--- src/rtl/if_pkg.sv ---
// ---------------------------------------------------------------------------
// if_pkg : shared constants and types for the instruction-fetch stage
// Rev 1.0
// ---------------------------------------------------------------------------
`default_nettype none

package if_pkg;

    localparam logic [2:0] PC_SEL_SEQ = 3'd0;
    localparam logic [2:0] PC_SEL_BR  = 3'd1;
    localparam logic [2:0] PC_SEL_J   = 3'd2;
    localparam logic [2:0] PC_SEL_JR  = 3'd3;
    localparam logic [2:0] PC_SEL_IRQ = 3'd4;
    localparam logic [2:0] PC_SEL_EXC = 3'd5;

    localparam logic [31:0] NOP_INSTR = 32'h0000_0000;

    localparam logic [31:0] DEF_RESET_PC   = 32'h0000_0000;
    localparam logic [31:0] DEF_IRQ_VECTOR = 32'h8000_0004;
    localparam logic [31:0] DEF_EXC_VECTOR = 32'h8000_0008;

    typedef struct packed {
        logic [31:0] instr;
        logic [31:0] pc_plus4;
        logic        valid;
        logic        misalign;
    } if_id_t;

    localparam if_id_t IF_ID_BUBBLE = '{
        instr:    NOP_INSTR,
        pc_plus4: 32'h0000_0000,
        valid:    1'b0,
        misalign: 1'b0
    };

    // Bit 31 is the supervisor bit and never changes by sequential increment.
    function automatic logic [31:0] pc_inc4(input logic [31:0] p);
        return {p[31], p[30:0] + 31'd4};
    endfunction

endpackage

`default_nettype wire

--- src/rtl/if_id_reg.sv ---
// ---------------------------------------------------------------------------
// if_id_reg : IF/ID pipeline register, flush has priority over stall
// Rev 1.0
// ---------------------------------------------------------------------------
`default_nettype none

module if_id_reg
    import if_pkg::*;
(
    input  logic   clk,
    input  logic   reset,
    input  logic   stall,
    input  logic   flush,
    input  if_id_t d,
    output if_id_t q
);

    if_id_t r_q;

    always_ff @(posedge clk or negedge reset) begin
        if (!reset) begin
            r_q <= IF_ID_BUBBLE;
        end else if (flush) begin
            r_q <= IF_ID_BUBBLE;
        end else if (!stall) begin
            r_q <= d;
        end
    end

    assign q = r_q;

endmodule

`default_nettype wire

--- src/rtl/if_stage.sv ---
// ---------------------------------------------------------------------------
// if_stage : PC register, next-PC select and IF/ID capture.
// Optional fetch-alignment check enabled by macro IF_ALIGN_CHK_EN. Rev 1.0
// ---------------------------------------------------------------------------
`default_nettype none

module if_stage
    import if_pkg::*;
#(
    parameter logic [31:0] RESET_PC   = DEF_RESET_PC,
    parameter logic [31:0] IRQ_VECTOR = DEF_IRQ_VECTOR,
    parameter logic [31:0] EXC_VECTOR = DEF_EXC_VECTOR
) (
    input  logic        clk,
    input  logic        reset,
    input  logic        stall,
    input  logic        flush,
    input  logic [2:0]  pc_sel,
    input  logic [31:0] branch_target,
    input  logic [25:0] jump_index,
    input  logic [31:0] jr_target,
    output logic [31:0] rom_addr,
    input  logic [31:0] rom_data,
    output logic [31:0] pc,
    output logic [31:0] if_id_instr,
    output logic [31:0] if_id_pc_plus4,
    output logic        if_id_valid,
    output logic        if_id_misalign
);

    logic [31:0] r_pc;
    logic [31:0] w_pc_plus4;
    logic [31:0] w_pc_next;
    logic        w_redirect;
    logic        w_misalign;
    if_id_t      w_fetch;
    if_id_t      w_if_id;

    assign w_pc_plus4 = pc_inc4(r_pc);

    // Codes 6/7 alias sequential fetch, so they must not override a stall.
    assign w_redirect = (pc_sel != PC_SEL_SEQ) && (pc_sel <= PC_SEL_EXC);

    always_comb begin
        w_pc_next = w_pc_plus4;
        case (pc_sel)
            PC_SEL_BR:  w_pc_next = branch_target;
            PC_SEL_J:   w_pc_next = {w_pc_plus4[31:28], jump_index, 2'b00};
            PC_SEL_JR:  w_pc_next = {jr_target[31] & r_pc[31], jr_target[30:0]};
            PC_SEL_IRQ: w_pc_next = IRQ_VECTOR;
            PC_SEL_EXC: w_pc_next = EXC_VECTOR;
            default:    w_pc_next = w_pc_plus4;
        endcase
    end

    always_ff @(posedge clk or negedge reset) begin
        if (!reset) begin
            r_pc <= RESET_PC;
        end else if (w_redirect) begin
            r_pc <= w_pc_next;
        end else if (!stall) begin
            r_pc <= w_pc_plus4;
        end
    end

`ifdef IF_ALIGN_CHK_EN
    assign w_misalign = |r_pc[1:0];
`else
    assign w_misalign = 1'b0;
`endif

    // A misaligned fetch still carries valid=1 so the fault reaches the exception unit.
    assign w_fetch.instr    = w_misalign ? NOP_INSTR : rom_data;
    assign w_fetch.pc_plus4 = w_pc_plus4;
    assign w_fetch.valid    = 1'b1;
    assign w_fetch.misalign = w_misalign;

    if_id_reg u_if_id_reg (
        .clk   (clk),
        .reset (reset),
        .stall (stall),
        .flush (flush),
        .d     (w_fetch),
        .q     (w_if_id)
    );

    assign rom_addr       = r_pc;
    assign pc             = r_pc;
    assign if_id_instr    = w_if_id.instr;
    assign if_id_pc_plus4 = w_if_id.pc_plus4;
    assign if_id_valid    = w_if_id.valid;
    assign if_id_misalign = w_if_id.misalign;

endmodule

`default_nettype wire
--- config.mk ---
export PLATFORM = sky130hd
export DESIGN_NAME = if_stage
export DESIGN_NICKNAME = d
export VERILOG_FILES = /design/src/rtl/if_pkg.sv /design/src/rtl/if_id_reg.sv /design/src/rtl/if_stage.sv
export SDC_FILE = /design/constraint.sdc
export NUM_CORES = 1
export LEC_CHECK = 0
export CAP_MARGIN = 15
export CORE_MARGIN = 5
export CORE_UTILIZATION = 31
export CTS_CLUSTER_DIAMETER = 40
export CTS_CLUSTER_SIZE = 25
export DETAILED_ROUTE_END_ITERATION = 7
export GPL_ROUTABILITY_DRIVEN = 0
export HOLD_SLACK_MARGIN = 0.15
export SLEW_MARGIN = 20
export SYNTH_ARGS = -nofsm -noshare
export SYNTH_HDL_FRONTEND = slang
export SYNTH_SLANG_ARGS = --single-unit
--- constraint.sdc ---
create_clock -name clk -period 2.9 [get_ports clk]
set_clock_uncertainty 0.2 [all_clocks]
set_input_delay 0.29 -clock clk [delete_from_list [all_inputs] [get_ports clk]]
set_output_delay 0.29 -clock clk [all_outputs]
set_load 0.01 [all_outputs]
# After elaboration in Yosys (flattened, before gate mapping)
# Index checks and enable logic that the tools add are counted.
# Widths: inputs -> output; s select.
[op_classes]
n_mux = 5
bitwise_logic = 2
shift = 0
eq_ne = 7
reduce_logical = 4
add_sub_neg = 1
mul = 0
magnitude_cmp = 1
n_div = 0
[op_table]
columns = ["cell", "n"]
rows = [
  ["$pmux 32 s5", 1],
  ["$mux 66", 2],
  ["$mux 32", 1],
  ["$add 31x3->31 const B", 1],
  ["$mux 31", 1],
  ["$eq 3x2->1 const B", 2],
  ["$eq 3x3->1 const B", 2],
  ["$ne 2x1->1 const B", 2],
  ["$reduce_bool 4->1", 1],
  ["$eq 3x1->1 const B", 1],
  ["$le 3x3->1 const B", 1],
  ["$reduce_and 3->1", 1],
  ["$reduce_bool 3->1", 1],
  ["$and 1x1->1", 1],
  ["$logic_and 1x1->1", 1],
  ["$not 1->1", 1],
]
[totals]
ram_bits = 0
inputBits = 129
mem_count = 0
output_inout_bits = 130
rom_bits = 0
wordCells = 26
latch_bits = 0
reg_bits = 98

# Longest topological paths before layout
# Gate-level depths: netlist of run 1.
[depth]
depth_word = 3
mapped_depth = 11
ltp_nobuf = 7

# Modules after synthesis
# A second synthesis of run 1 with hierarchy kept.
[hier_totals]
hier_cells = 589
area_unflattened_um2 = 5886.9
[modules_own_cells]
columns = ["mod", "area_each_um2", "cells_per_inst", "seq_area_each_um2", "n_inst"]
rows = [
  ["if_stage", 3169.3, 376, 800.8, 1],
  ["if_id_reg", 2717.6, 213, 1651.6, 1],
]

# Worst setup path before layout of run 1
# OpenSTA, ideal clock, no wires.
[synth_timing]
kind = "in2reg"
from = "input pc_sel[1]"
to = "register r_pc[23] (netlist: pc[23])"
stages = 10
setup_time_ps = 126
n_path_buf = 3
arrival_ps = 2542
required_time_ps = 2574
setup_slack_ps = 32
cell_sequence = "buf_1 -> inv_1 -> clkbuf_1 -> ha_1 -> o21ai_0 -> or3b_2 -> clkbuf_1 -> nand2_1 -> nor2_1 -> a221o_1"
[synth_between]
elab_chain_len = 3
[synth_rtl]
columns = ["element", "line", "rtl"]
rows = [
  ["from (decl)", "if_stage.sv:18", "input logic [2:0] pc_sel,"],
  ["$le 3x3->1, or another cell as far along", "if_stage.sv:42", "assign w_redirect = (pc_sel != PC_SEL_SEQ) && (pc_sel <= PC_SEL_EXC);"],
  ["$logic_and 1x1->1 or $pmux 32 s5 (tied branches)", "if_stage.sv:42, if_stage.sv:46", ""],
  ["$ne 2x1->1 (no source line) or $mux 32 (tied branches)", "--", ""],
  ["to (signal assigned)", "if_stage.sv:60", "r_pc <= w_pc_next;"],
  ["to (signal assigned)", "if_stage.sv:62", "r_pc <= w_pc_plus4;"],
  ["to (decl)", "if_stage.sv:31", "logic [31:0] r_pc;"],
]
# Parallel ways exist; a longest one is shown, timed or not. The select of a mux whose other input is x is not followed.
# A chain may end at the register's enable or synchronous reset.

# Worst setup path after layout of run 1
[layout_timing]
from = "register r_pc[2] (netlist: pc[2])"
to = "register r_pc[25] (netlist: pc[25])"
[layout_between]
elab_chain_len = 3
[layout_rtl]
columns = ["element", "line", "rtl"]
rows = [
  ["$add 31x3->31 (*)", "if_pkg.sv:38", "return {p[31], p[30:0] + 31'd4};"],
  ["$pmux 32 s5 or $mux 31 (tied branches)", "if_stage.sv:46, if_stage.sv:61", ""],
  ["$mux 32 (*)", "if_stage.sv:59", "end else if (w_redirect) begin"],
]
# Mark *: on every way between the ends. The rest lies on a longest branch, timed or not. The select of a mux whose other input is x is not followed.

==> results_dict.tcl, run 1 <==
set metrics [dict create \
    status "completed" \
    start_kind "flip-flop" \
    r2r_start "pc[2]" \
    dieHeight_um 146 \
    layout_common_cells "clkdlybuf4s50_1 (253), nor2_1 (98), dfrtp_1 (97), mux2i_1 (61)" \
    num_io_pins 259 \
    numPortBuffers 257 \
    clock-sinks 97 \
    reg2reg_slack_ns 0.36 \
    postLayoutCellArea_mm2 0.00886 \
    drt-initial-drc-count 358 \
    drt-pass1-iter-count 5 \
    crit_slowest_cell "or4_1" \
    die_area_mm2 0.0213 \
    crit_fanout 10 \
    max_freq_mhz 393 \
    syn_to_final_growth_pct 54.4 \
    clock_latency_ns 0.35 \
    rsz0062_at_grt "no" \
    syn_area_mm2 0.00574 \
    post_cts_resized 0 \
    gr-usage-met1_pct 25.7 \
    place_ws_ns 0.102 \
    htree_levels 3 \
    worstPathRequired_ns 2.94 \
    synthCells 644 \
    routedWlPerCell_um 18.5 \
    cp_cell_sequence "nand3_1, or4_1, nor3_1, o21ai_0, a211o_1" \
    rr_worst_depth 5 \
    final_antenna_net_count 0 \
    yosysSeqAreaShare_pct 42.3 \
    total_leakage_power_nw 3.77 \
    cts.clk_slew.worst_paths_ns 0.07 \
    drc 0 \
    cap_violations 0 \
    period_needed_ns 2.54 \
    worstMarginPinSlew_ns 0.706 \
    fin_crit_sh_pct 87.7 \
    start_util_pct 31.7 \
    ctsRootBufferMaster "clkbuf_16" \
    grt_pass1_vias 5578 \
    grt_max_degree 66 \
    ys.flop_type "dfrtp_1" \
    post-dp-hpwl_mm 16.0 \
    worstSetupStartpoint "pc[2]" \
    top_usage_layer "met2" \
    grtUsageMet2_pct 30.5 \
    power.density_mw_per_mm2 501 \
    routed_wl_mm 20.6 \
    hold_ws_ns 0.200 \
    syn_avg_cell_area_um2 8.91 \
    final.setup.tns_ns 0 \
    crit_path_end "pc[25]" \
    synth_cell_types 51 \
    reg2reg_to "pc[25]" \
    cp-end-kind "flip-flop" \
    final_common_cell "clkdlybuf4s50_1" \
    hold_path_depth 3 \
    synth_warnings 0 \
    final_nets 1011 \
    num_vias 5619 \
    critPathArrivalTime_ns 2.58 \
    met3_usage_pct 3.72 \
    grt_pass1_wl_mm 32.1 \
    core_area_mm2 0.0181 \
    max_stage_delay_ns 0.64 \
    grt_use_total_pct 18.8 \
    finalHoldViolations 0 \
    die_w_um 146 \
    drive_above_1_share_pct 8.71 \
    synth_nets 776 \
    vdd_drop_max_mv 0.264 \
    worst_slack_ns 0.357 \
    finalPower_mw 4.43 \
    finalSetupViolations 0 \
    synth_edf_count 0 \
    n_antenna_cell 0 \
    slew_violations 0 \
    slew-limit-headroom_pct 52.9 \
    overflow 0 \
    place_area_mm2 0.00856 \
    ys_seq_elements 97 \
    numCtsBuffers 9 \
    cts_tree "done" \
    via_per_inst 5.05 \
    async_flop_share_pct 100 \
    hold_class "in2reg" \
    clock_path_buffers 2 \
    antenna_found_initial 0 \
    crit_type "reg2reg" \
    rows 49 \
]
cell usage after synthesis, types with 2 or more instances:
cell	number	area, um2
mux2_2	5	56.3
o32a_1	4	40.0
dfrtp_1	97	2430
nor3_1	11	55.1
nor2_1	98	368
a311oi_1	2	17.5
nor4_1	6	37.5
xnor2_1	14	123
a211o_1	3	26.3
nand3b_1	5	37.5
a31oi_1	3	18.8
buf_4	34	255
xor2_1	10	87.6
o21a_1	2	15.0
a22oi_1	6	45.0
or4_1	3	22.5
or3_1	6	37.5
nand4_1	7	43.8
o211ai_1	2	15.0
a2bb2oi_1	2	17.5
and3_1	4	25.0
o32ai_1	2	17.5
buf_2	3	15.0
mux2i_1	61	611
o21ai_0	41	205
clkbuf_1	39	146
a21oi_1	45	225
a22o_1	10	87.6
a21o_1	2	15.0
o22ai_1	6	37.5
nand3_1	14	70.1
nand2_1	40	150
nor2b_1	2	12.5
inv_1	13	48.8
buf_1	6	22.5
and4_1	2	17.5
a211oi_1	14	105
a221o_1	4	40.0
ha_1	3	37.5
nor3b_1	2	15.0
how the worst min path moves through the flow:
stage | slack (ns) | to | start
floorplan | -0.21 | pc[0] | reset
global placement | 0.20 | u_if_id_reg.q[47] | reset
detailed placement | 0.19 | u_if_id_reg.q[44] | reset
CTS | 0.22 | u_if_id_reg.q[55] | flush
global route | 0.24 | u_if_id_reg.q[47] | flush
finish | 0.20 | u_if_id_reg.q[55] | flush
cell type report:
class / instances / area (um2)
clock buffers: 11 / 233
clock inverters: 5 / 56.3
repair buffers: 306 / 2980
fillers: 1770 / 9230
multi-input cells: 451 / 2830
well taps: 229 / 287
flip-flops and latches: 97 / 2430
inverters: 14 / 52.6
critical path: cells and delay by family, from the launching register on:
kind / cells / cell delay [ns]
AOI/OAI and AO/OA: 2 / 0.46
DFF: 1 / 0.55
and+or+nand+nor: 3 / 1.21
routing by layer:
| metal | vias up | part of all wire (%) |
|---|---|---|
| met4 | 0 | 1.4 |
| li1 | 2732 | - |
| met1 | 2612 | 46 |
| met2 | 255 | 45 |
| met3 | 20 | 6.8 |
| met5 | - | 0 |
cell families after synthesis:
group	synth area share, %
other cells	0.0654
simple gates	16.2
fa+ha+maj	0.654
buf+inv	8.57
xor+xnor	3.66
flops	42.3
mux	11.6
compound gates	16.9
metrics by stage:
step	util [%]	std cells
after floorplan	-	644
after global placement	47.3	1096
after detailed placement	47.3	1096
after CTS	49.0	1113
after global routing	49.0	1113
final	49.0	1113
power by group:
part | internal, mW | total, mW | switching (mW) | leakage, nW
sequential | 1.50 | 1.64 | 0.147 | 1.28
clock | 0.669 | 1.20 | 0.532 | 0.139
combinational | 0.861 | 1.59 | 0.729 | 2.34
state kept, by name (all words and copies together) (netlist names):
register       cells
u_if_id_reg.q     65
pc                32
repair_timing:
action,4_1_cts,5_1_grt
buffers inserted,0,0
hold buffers,1,0
endpoints found under the hold margin,51,0
Power figures use the tool's default switching activity.
==> inputs of run 2 (changes only) <==
--- a/config.mk
+++ b/config.mk
@@ -8,5 +8,5 @@
 export CAP_MARGIN = 15
 export CORE_MARGIN = 5
-export CORE_UTILIZATION = 31
+export CORE_UTILIZATION = 30
 export CTS_CLUSTER_DIAMETER = 40
 export CTS_CLUSTER_SIZE = 25
==> constraint.sdc (replaced) <==
create_clock -name clk -period 2.9 [get_ports clk]
set_clock_uncertainty 0.2 [all_clocks]
set_input_delay 0.58 -clock clk [delete_from_list [all_inputs] [get_ports clk]]
set_output_delay 0.58 -clock clk [all_outputs]
set_load 0.01 [all_outputs]
==> results_dict.tcl, run 2 (synthesis results as in run 1) <==
set metrics [dict create \
    final_nets 1016 \
    crit_cells 9 \
    dieHeight_um 148 \
    internal-power_mw 2.96 \
    p_sw_mw 1.45 \
    seqPwrFrac_pct 37.6 \
    total_leakage_power_nw 3.79 \
    rows 50 \
    power.density_mw_per_mm2 494 \
    final_common_cell "clkdlybuf4s50_1" \
    post-dp-hpwl_mm 16.2 \
    crit_type "in2reg" \
    clock_latency_ns 0.35 \
    worstSetupStartpoint "pc_sel[1]" \
    num_vias 5683 \
    final_antenna_net_count 0 \
    core_area_mm2 0.0188 \
    clock_path_buffers 2 \
    max_freq_mhz 385 \
    clkPwrFrac_pct 26.8 \
    postLayoutCellArea_mm2 0.00892 \
    largest_reg_flops 65 \
    path_buf_inv 3 \
    crit_fanout 11 \
    critPathArrivalTime_ns 2.64 \
    syn_to_final_growth_pct 55.4 \
    drt-initial-drc-count 308 \
    grt_pass1_vias 5811 \
    finalPower_mw 4.41 \
    fin_crit_sh_pct 89.5 \
    finalHoldViolations 0 \
    crit_path_end "pc[15]" \
    reg2reg_to "pc[23]" \
    crit_family "buffers and inverters" \
    max_stage_delay_ns 0.51 \
    worst_slack_ns 0.303 \
    routedWlPerCell_um 19.1 \
    ctsRootBufferMaster "clkbuf_16" \
    place_area_mm2 0.00861 \
    htree_levels 3 \
    clock-sinks 97 \
    via_per_inst 5.06 \
    cp-end-kind "flip-flop" \
    swShare_pct 32.9 \
    period_needed_ns 2.60 \
    regArea_mm2 0.00243 \
    cts.clk_slew.worst_paths_ns 0.07 \
    grt_use_total_pct 19.1 \
    numPortBuffers 257 \
    drive_above_1_share_pct 9.67 \
    drc 0 \
    num_io_pins 259 \
    drt-pass1-iter-count 4 \
    finalSetupViolations 0 \
    cap_violations 0 \
    crit_slowest_cell "or3b_2" \
    final.setup.tns_ns 0 \
    hold_class "reg2reg" \
    post_cts_resized 0 \
    start_kind "input pin" \
    r2r_start "pc[12]" \
    rr_worst_depth 6 \
    routed_wl_mm 21.4 \
    grt_max_degree 60 \
    antenna_found_initial 2 \
    numCtsBuffers 9 \
    fillers 1861 \
    reg2reg_slack_ns 0.35 \
    status "completed" \
    grt_pass1_wl_mm 33.1 \
    vdd_drop_max_mv 0.260 \
    die_area_mm2 0.0220 \
    worstPathRequired_ns 2.94 \
    cts_tree "done" \
    slew_violations 0 \
    die_w_um 148 \
    place_ws_ns -0.0487 \
    cp_cell_sequence "clkdlybuf4s50_1, inv_1, ha_1, o21ai_1, or3b_2, buf_4, nand3b_1, o21ai_0, a22o_1" \
    pwr-share-comb_pct 35.6 \
    rsz0062_at_grt "no" \
    layout_common_cells "clkdlybuf4s50_1 (253), nor2_1 (98), dfrtp_1 (97), mux2i_1 (61), buf_4 (50)" \
    worstMarginPinSlew_ns 0.668 \
    hold_path_depth 2 \
    overflow 0 \
    slew-limit-headroom_pct 55.0 \
    start_util_pct 30.6 \
    multi_input_area_mm2 0.00284 \
]
[run 2: cell types whose count changed in the layout (fill, tap and decap cells not counted), moves of 2 or more]
cell	previous run	this run
buf_4	45	50
clkbuf_1	2	0
clkinv_2	2	0
clkinv_4	1	4
inv_8	0	2
[run 2: power groups by stage]
| stage | Combinational (mW) | Sequential, mW | Clock, mW |
|---|---|---|---|
| 4_1_cts | 1.59 | 1.66 | 1.22 |
| 5_1_grt | 1.69 | 1.69 | 1.26 |
| 3_5_place_dp | 1.58 | 1.68 | 0 |
| 3_3_place_gp | 1.57 | 1.68 | 0 |
| 6_report | 1.57 | 1.66 | 1.18 |
| 2_1_floorplan | 0.667 | 1.73 | 0 |
[run 2: worst min-delay path by stage]
stage | from | end | slack [ns]
2_1_floorplan | reset | pc[0] | 0.08
3_3_place_gp | u_if_id_reg.q[4] | u_if_id_reg.q[4] | 0.30
3_5_place_dp | u_if_id_reg.q[60] | u_if_id_reg.q[60] | 0.31
4_1_cts | u_if_id_reg.q[1] | u_if_id_reg.q[1] | 0.32
5_1_grt | u_if_id_reg.q[47] | u_if_id_reg.q[47] | 0.34
6_report | u_if_id_reg.q[40] | u_if_id_reg.q[40] | 0.32
[run 2: per-layer routing]
| layer | vias up | wire length (um) | GRT usage (%) |
|---|---|---|---|
| met2 | 262 | 9480 | 29.5 |
| met3 | 29 | 1690 | 4.51 |
| met4 | 2 | 465 | 6.28 |
| met1 | 2657 | 9790 | 26.6 |
| li1 | 2733 | - | - |
| met5 | - | 7 | 0 |
[run 2: timing repair]
action / in CTS / in global routing
buffers inserted: 0 / 0
hold buffers: 1 / 0
endpoints found under the hold margin: 38 / 0
[run 2: worst reg2reg max path: cells and delay by family (launching register included)]
kind	cells	cell delay, ns
simple gates	3	1.10
buf+inv	1	0.19
flops	1	0.48
compound gates	2	0.46
[run 2: final cells by class]
| class | count | area share (%) |
|---|---|---|
| well taps | 234 | 3.28 |
| repair buffers | 311 | 33.8 |
| inverters | 14 | 0.589 |
| clock inverters | 7 | 0.730 |
| diodes | 1 | 0.0281 |
| clock buffers | 9 | 2.53 |
| flip-flops and latches | 97 | 27.2 |
| multi-input cells | 451 | 31.8 |
[run 2: per-stage QoR]
stage | utilization (%) | hold slack [ns] | std cells
6_report | 47.5 | 0.321 | 1124
3_5_place_dp | 45.9 | 0.311 | 1106
4_1_cts | 47.5 | 0.323 | 1123
2_1_floorplan | - | 0.0844 | 644
5_1_grt | 47.5 | 0.342 | 1124
3_3_place_gp | 45.9 | 0.300 | 1106
==> inputs of run 3 (changes only) <==
CELL_PAD_IN_SITES_DETAIL_PLACEMENT = 0   (was unset)
CELL_PAD_IN_SITES_GLOBAL_PLACEMENT = 1   (was unset)
CTS_CLUSTER_SIZE = 8   (was 25)
PLACE_DENSITY_LB_ADDON = 0.1   (was unset)
==> results_dict.tcl, run 3 (synthesis results as in run 1) <==
set metrics [dict create \
    n_antenna_cell 0 \
    place_area_mm2 0.00860 \
    cp-end-kind "flip-flop" \
    post_cts_resized 0 \
    crit_type "in2reg" \
    worst_slack_ns 0.239 \
    total_leakage_power_nw 3.78 \
    rsz0062_at_grt "no" \
    drc 0 \
    layout_common_cells "clkdlybuf4s50_1 (253), nor2_1 (98), dfrtp_1 (97), mux2i_1 (61), buf_4 (46)" \
    grt_pass1_wl_mm 32.7 \
    core_area_mm2 0.0188 \
    routed_wl_mm 21.1 \
    antenna_found_initial 0 \
    finalPower_mw 4.39 \
    numCtsBuffers 9 \
    clock-sinks 97 \
    start_util_pct 30.6 \
    postLayoutCellArea_mm2 0.00889 \
    post-dp-hpwl_mm 16.2 \
    grt_use_total_pct 18.8 \
    dieHeight_um 148 \
    hold_ws_ns 0.323 \
    via_per_inst 5.12 \
    status "completed" \
    place_ws_ns -0.134 \
    largest_reg_flops 65 \
    cap_violations 0 \
    finalHoldViolations 0 \
    num_vias 5725 \
    fin_crit_sh_pct 91.8 \
    cts.clk_slew.worst_paths_ns 0.07 \
    power.density_mw_per_mm2 494 \
    final_nets 1013 \
    slew-limit-headroom_pct 54.4 \
    num_io_pins 259 \
    final_cells 1119 \
    drive_above_1_share_pct 9.27 \
    max_freq_mhz 376 \
    die_area_mm2 0.0220 \
    hold_class "reg2reg" \
    slew_violations 0 \
    final_antenna_net_count 0 \
    cts_tree "done" \
    reg2reg_slack_ns 0.26 \
    crit_fanout 11 \
    start_kind "input pin" \
    ctsRootBufferMaster "clkbuf_16" \
    clock_latency_ns 0.35 \
    syn_to_final_growth_pct 54.9 \
    worstSetupStartpoint "pc_sel[1]" \
    routedWlPerCell_um 18.8 \
    dpl.cell_count 1103 \
    crit_path_end "pc[15]" \
    grt_max_degree 51 \
    critPathArrivalTime_ns 2.70 \
    drt-initial-drc-count 364 \
    period_needed_ns 2.66 \
    grt_pass1_vias 5889 \
    final_common_cell "clkdlybuf4s50_1" \
    worstPathRequired_ns 2.94 \
    clock_path_buffers 2 \
    worstMarginPinSlew_ns 0.684 \
    r2r_start "pc[7]" \
    overflow 0 \
    die_w_um 148 \
    rr_worst_depth 5 \
    vdd_drop_max_mv 0.300 \
    reg2reg_to "u_if_id_reg.q[23]" \
    rows 50 \
    numPortBuffers 257 \
    drt-pass1-iter-count 5 \
    finalSetupViolations 0 \
    htree_levels 3 \
    hold_path_startpoint "u_if_id_reg.q[54]" \
]
run 3: cell types whose count changed in the layout (fill, tap and decap cells not counted):
cell	change
nor2b_4	-1
inv_8	-2
buf_4	-4
inv_6	+2
clkbuf_8	+1
clkinv_2	+1
nor2b_2	+1
buf_12	+1
clkinv_4	-3
diode_2	-1
run 3: report_power, final:
group / internal [mW] / total [mW] / switching (mW)
Clock: 0.607 / 1.15 / 0.545
Combinational: 0.861 / 1.59 / 0.725
Sequential: 1.50 / 1.65 / 0.156
run 3: worst min path at each step:
stage	endpoint	slack (ns)	cells past startpoint
2_1_floorplan	pc[0]	0.08	0
5_1_grt	u_if_id_reg.q[34]	0.34	2
6_report	u_if_id_reg.q[54]	0.32	2
3_3_place_gp	u_if_id_reg.q[45]	0.25	1
3_5_place_dp	u_if_id_reg.q[45]	0.25	1
4_1_cts	u_if_id_reg.q[54]	0.33	2
run 3: area by class of cell:
| cell class | count | area [um2] |
|---|---|---|
| clock buffers | 10 | 239 |
| clock inverters | 5 | 38.8 |
| fillers | 1818 | 9880 |
| inverters | 14 | 52.6 |
| multi-input cells | 451 | 2830 |
| flip-flops and latches | 97 | 2430 |
| well taps | 234 | 293 |
| repair buffers | 308 | 3000 |
run 3: metal layers:
metal	share of wire [%]	routed length, um	vias to the layer above	track usage [%]
met5	0	0	-	0
met4	2.2	465	0	6.14
met3	6.7	1410	31	3.93
li1	-	-	2713	-
met2	48	10000	240	31.4
met1	43	9130	2741	24.4
run 3: what timing repair did:
| item | 4_1_cts | 5_1_grt |
|---|---|---|
| hold buffers | 1 | 0 |
| setup buffers | 0 | 0 |
| endpoints found under the hold margin | 13 | 0 |
run 3: per-stage QoR:
stage / util [%] / TNS, ns
global placement: 45.8 / -0.456
global route: 47.3 / 0
detailed placement: 45.8 / -0.781
CTS: 47.3 / 0
finish: 47.3 / 0
floorplan: - / 0
run 3: critical path, stage by stage:
cell             delay [ns]
clkdlybuf4s50_1        0.48
inv_1                  0.06
ha_1                   0.31
o21ai_1                0.12
or3b_2                 0.52
buf_4                  0.21
nand3b_1               0.09
o21ai_0                0.08
a22o_1                 0.24
